`src/rtl/hilo_div_ctrl.sv`:
```
// EX-stage divide controller: issues DIV/DIVU to the multi-cycle divider, stalls until the
// result returns, commits remainder/quotient to HI/LO, drains flushed divides, serves MTHI/MTLO.
module hilo_div_ctrl #(
  parameter int unsigned DATA_W      = 32,
  parameter int unsigned TIMEOUT_CYC = 63
) (
  input  logic                clk,
  input  logic                rst,
  input  logic                ex_div_req,
  input  logic                ex_div_sign,
  input  logic [DATA_W-1:0]   ex_rs,
  input  logic [DATA_W-1:0]   ex_rt,
  input  logic                flush,
  input  logic                wb_hi_we,
  input  logic                wb_lo_we,
  input  logic [DATA_W-1:0]   wb_wdata,
  output logic [DATA_W-1:0]   hi_o,
  output logic [DATA_W-1:0]   lo_o,
  output logic                stall_o,
  output logic                div_err,
  output logic [DATA_W-1:0]   div_a,
  output logic [DATA_W-1:0]   div_b,
  output logic                div_sign,
  output logic                div_opn_valid,
  output logic                div_res_ready,
  input  logic                div_res_valid,
  input  logic [2*DATA_W-1:0] div_result
);

  localparam int unsigned CNT_W = $clog2(TIMEOUT_CYC + 1);

  typedef enum logic [1:0] {IDLE, BUSY, DONE, DRAIN} state_t;

  state_t           state;
  state_t           state_nxt;
  logic [CNT_W-1:0] cnt;
  logic             commit;
  logic             timeout;
  logic             waiting;

  // Operands go straight through; the divider samples them on the issue edge.
  assign div_a    = ex_rs;
  assign div_b    = ex_rt;
  assign div_sign = ex_div_sign;

  assign waiting = (state == BUSY) || (state == DRAIN);

  // Next-state and handshake decode.
  always_comb begin
    state_nxt     = state;
    div_opn_valid = 1'b0;
    div_res_ready = 1'b0;
    stall_o       = 1'b0;
    commit        = 1'b0;
    timeout       = 1'b0;
    case (state)
      IDLE: begin
        div_opn_valid = ex_div_req & ~flush;
        stall_o       = ex_div_req & ~flush;
        if (ex_div_req && !flush) state_nxt = BUSY;
      end
      BUSY: begin
        div_res_ready = 1'b1;
        stall_o       = ~flush;
        if (flush) begin
          state_nxt = div_res_valid ? IDLE : DRAIN;
        end else if (div_res_valid) begin
          commit    = 1'b1;
          state_nxt = DONE;
        end
      end
      DONE: begin
        state_nxt = IDLE;
      end
      DRAIN: begin
        div_res_ready = 1'b1;
        stall_o       = ex_div_req;
        if (div_res_valid) state_nxt = IDLE;
      end
      default: begin
        state_nxt = IDLE;
      end
    endcase
    // A divider that never answers must not hang the pipeline.
    if (waiting && (state_nxt == state) && (cnt >= CNT_W'(TIMEOUT_CYC - 1))) begin
      timeout   = 1'b1;
      state_nxt = IDLE;
    end
    if (rst) begin
      div_opn_valid = 1'b0;
      div_res_ready = 1'b0;
      stall_o       = 1'b0;
      commit        = 1'b0;
      timeout       = 1'b0;
    end
  end

  // State, timeout counter and HI/LO; a divider commit overrides a colliding MTHI/MTLO.
  always_ff @(posedge clk) begin
    if (rst) begin
      state   <= IDLE;
      cnt     <= '0;
      hi_o    <= '0;
      lo_o    <= '0;
      div_err <= 1'b0;
    end else begin
      state <= state_nxt;
      cnt   <= waiting ? cnt + CNT_W'(1) : '0;
      if (timeout) div_err <= 1'b1;
      if (commit) begin
        hi_o <= div_result[2*DATA_W-1:DATA_W];
        lo_o <= div_result[DATA_W-1:0];
      end else begin
        if (wb_hi_we) hi_o <= wb_wdata;
        if (wb_lo_we) lo_o <= wb_wdata;
      end
    end
  end

endmodule

```
`config.mk`:
```
export PLATFORM = sky130hd
export DESIGN_NAME = hilo_div_ctrl
export DESIGN_NICKNAME = d
export VERILOG_FILES = /design/src/rtl/hilo_div_ctrl.sv
export SDC_FILE = /design/constraint.sdc
export NUM_CORES = 1
export LEC_CHECK = 0
export ABC_AREA = 1
export CAP_MARGIN = 20
export CORE_ASPECT_RATIO = 1.75
export CORE_MARGIN = 1
export CORE_UTILIZATION = 32
export DETAILED_ROUTE_END_ITERATION = 7
export HOLD_SLACK_MARGIN = 0.12
export PLACE_DENSITY = 0.77
export SYNTH_ARGS = -nofsm -noshare
export SYNTH_HDL_FRONTEND = slang
export SYNTH_SLANG_ARGS = --single-unit
```
`constraint.sdc`:
```
create_clock -name clk -period 1.5 [get_ports clk]
set_clock_uncertainty 0.2 [all_clocks]
set_input_delay 0.15 -clock clk [delete_from_list [all_inputs] [get_ports clk]]
set_output_delay 0.15 -clock clk [all_outputs]
set_load 0.02 [all_outputs]
```
==> flow_summary.yaml, run 1 <==
worst_setup_path:
  worstSetupEndpointType: "flip-flop"
  cp_top_family: "simple AND/OR/NAND/NOR gates"
  worstPathCellList: "inv_2, nor2_4, nand3_4, buf_12, clkbuf_16, nand3_1, nand3_1, nand2_1, inv_1"
  cp_data_arrival_time_ps: 1670
  crit_type: "reg -> reg"
  crit_slowest_cell: "dfxtp_2"
  crit_path_frequent_cell: "nand3_1"
  critPathMaxStageDelay_ps: 360
  cp_num_cells: 9
  cp.required_ps: 1520
  crit_buf_inv: 4
  critPathLaunchType: "flip-flop"
  crit_fanout: 22
  r2r_cells: 9
job:
  maxCapViolations: 0
placed_design:
  place_area_um2: 5810
  gp_congestion: 0.824
  post-dp-hpwl_um: 10700
  dp_cells: 879
  io_buffers: 170
sta:
  fin_crit_ps: 1640
  setup_viol: 67
  worst_pin_slew_ps: 319
  finalCritPeriodShare: 1.09
  setup_tns_ps: -4730
  hold_viol: 0
  rsz0062_at_grt: "yes"
  slew_viol_final: 0
  maxSlewHeadroom: 0.787
  final.setup.worst_slack_ps: -142
  fmax_mhz: 609
cts:
  clockBufferDepth: 2
  htreeDepth: 3
  cts.sinks: 73
  cts-root-buf: "clkbuf_16"
  cts_tree: "done"
  worstSkewPairLatency_ps: 330
  numCtsBuffers: 9
  clk_pin_slew_ps: 60
detailed_routing:
  dr.pass1.iters: 5
  viasPerCell: 5.32
  detail-route-antenna-nets: 0
  vias: 5190
  drt_iter0_drc: 357
  wire_per_inst_um: 17.7
  totalWireLength_um: 17200
  drc: 0
global_route:
  grt_max_degree: 65
  grt_use_total: 0.220
  first_global_vias: 4666
  antenna_found_initial: 3
  grt_pass1_wl_um: 23900
  overflow: 0
power_and_ir_drop:
  power_density_nw_per_um2: 854
  ir_drop_mv: 0.548
  p_total_uw: 5940
  p_leak_uw: 0.00351
yosys:
  synth_top_area_frac: 0.339
  ys_warn_count: 0
  netlist_area_um2: 4310
  synth_area_leader_cell: "dfxtp_1"
  ys_ff_latch: 73
  synth-edff-count: 0
  synth_cell_type_count: 23
  ys.flop_type: "dfxtp_1"
  ys_async_sr_fraction: 0
  seq_area_frac_synth: 0.339
  syn_nets: 802
  synth_area_leaders: "dfxtp_1, nand3_1, buf_4"
  synth.avg_cell_area_um2: 6.82
  syn-instance-count: 632
worst_hold_path:
  hold_class: "in -> reg"
  holdPathStages: 6
cells_and_area:
  stdcell_count: 976
  syn2layout_area_growth_pct: 61.4
  final_cell_area_um2: 6950
  nets: 967
  drive_above_1_share: 0.0910
die:
  core_um2: 13000
  num_rows: 55
  die_x_um: 89.7
  start_util: 0.331
  ioPinCount: 301
  die_area_um2: 13900
  die_h_um: 155
outcome:
  outcome: "finished with violations"
  violations: "setup timing"
==> metal layers <==
metal | wire length (µm) | track usage | share of wire | up-vias
li1 | - | - | - | 2391
met1 | 5410 | 0.199 | 0.31 | 2344
met5 | 0 | 0 | 0 | -
met4 | 973 | 0.167 | 0.056 | 0
met3 | 1300 | 0.0376 | 0.076 | 68
met2 | 9560 | 0.431 | 0.55 | 387
==> report_power, final <==
part	switching, µW	internal [µW]
clock network	859	1550
registers	54.8	2050
logic	765	668
total	1680	4260
==> worst min-delay path, delay by kind of cell <==
kind / cells / cell delay [ps]
buf+inv: 3 / 330
simple gates: 3 / 190
==> what timing repair did <==
item | in CTS | in global routing
buffers inserted | 1 | 6
hold buffers | 66 | 0
cloned | 0 | 5
gates resized for setup | 85 | 14
setup endpoints to repair | 132 | 70
hold endpoints to repair | 67 | 0
pin swaps | 3 | 4
==> stage by stage <==
stage               worst slack [ps]  utilization  hold slack, ps
floorplan                       1.91            -            19.1
detailed placement              -460        0.446             100
global placement                -447        0.446             100
global route                    -214        0.535             212
finish                          -142        0.535             174
CTS                            -75.2        0.517             159
==> flip-flops by register name, summed over array words and instances, names as in the netlist <==
name     cells
cnt          6
lo_o        32
div_err      1
hi_o        32
state        2
==> area by class of cell <==
type,count,area (µm²)
antenna,3,7.51
clock buffer,12,256
clock inverter,4,75.1
fill,1210,6050
inverter,75,282
multi-input combinational,363,1860
sequential,73,1470
tap,171,214
timing repair buffer,275,2790
==> logic make-up (layout without fill, tap and decap cells) <==
logic type / count (synthesis) / count (layout) / share of synthesized area
simple gates: 349 / 349 / 0.403
buf+inv: 196 / 366 / 0.236
flops: 73 / 73 / 0.339
compound gates: 11 / 11 / 0.0142
fa+ha+maj: 2 / 2 / 0.00581
xor+xnor: 1 / 1 / 0.00203
other cells: 0 / 3 / 0
==> cells in the final DEF, fill, tap and decap left out, types with 2 or more instances in the layout <==
| cell type | instances |
|---|---|
| clkinvlp_4 | 2 |
| o21ai_1 | 2 |
| nand4_1 | 64 |
| buf_4 | 19 |
| nor3_1 | 2 |
| inv_2 | 2 |
| buf_2 | 3 |
| nand2_1 | 73 |
| buf_12 | 9 |
| bufinv_16 | 2 |
| diode_2 | 3 |
| dlygate4sd2_1 | 65 |
| nand3_1 | 193 |
| dlygate4sd3_1 | 65 |
| nor2_4 | 2 |
| clkdlybuf4s50_1 | 99 |
| inv_1 | 73 |
| dfxtp_2 | 3 |
| nor2_1 | 10 |
| nand3_2 | 2 |
| clkbuf_16 | 13 |
| ha_1 | 2 |
| dfxtp_1 | 70 |
| a21oi_1 | 4 |
| buf_6 | 8 |
| clkbuf_8 | 2 |
==> synthesized netlist by cell type (all sizes together), types with 2 or more instances <==
library cell and n:
inv 75, a21oi 5, nor2 13, nor3 2, dfxtp 73, nand4 64
ha 2, o21ai 3, nand2 73, nand3 196, clkbuf 20, buf 101
==> path summary, 6_finish.rpt <==
check	start	end	slack, ps
setup reg to reg	state[0]$_SDFF_PP0_	hi_o[24]$_SDFFE_PP0P_	-140
hold reg to reg	div_err$_SDFFE_PP0P_	div_err$_SDFFE_PP0P_	250
hold / removal	wb_hi_we	hi_o[8]$_SDFFE_PP0P_	170
setup / recovery	state[0]$_SDFF_PP0_	hi_o[24]$_SDFFE_PP0P_	-140
Power figures use the tool's default switching activity.
==> run 2: changes to the inputs <==
--- a/config.mk
+++ b/config.mk
@@ -13,6 +13,7 @@
 export DETAILED_ROUTE_END_ITERATION = 7
 export HOLD_SLACK_MARGIN = 0.12
 export PLACE_DENSITY = 0.77
+export SLEW_MARGIN = 40
 export SYNTH_ARGS = -nofsm -noshare
 export SYNTH_HDL_FRONTEND = slang
 export SYNTH_SLANG_ARGS = --single-unit
==> results of run 2 <==
Same layout as run 1: the final DEF is identical, and so are final timing and power.
==> run 3: changes to the inputs <==
--- a/config.mk
+++ b/config.mk
@@ -6,7 +6,7 @@
 export NUM_CORES = 1
 export LEC_CHECK = 0
 export ABC_AREA = 1
-export CAP_MARGIN = 20
+export CAP_MARGIN = 10
 export CORE_ASPECT_RATIO = 1.75
 export CORE_MARGIN = 1
 export CORE_UTILIZATION = 32
==> results of run 3 <==
Same layout as run 1: the final DEF is identical, and so are final timing and power.
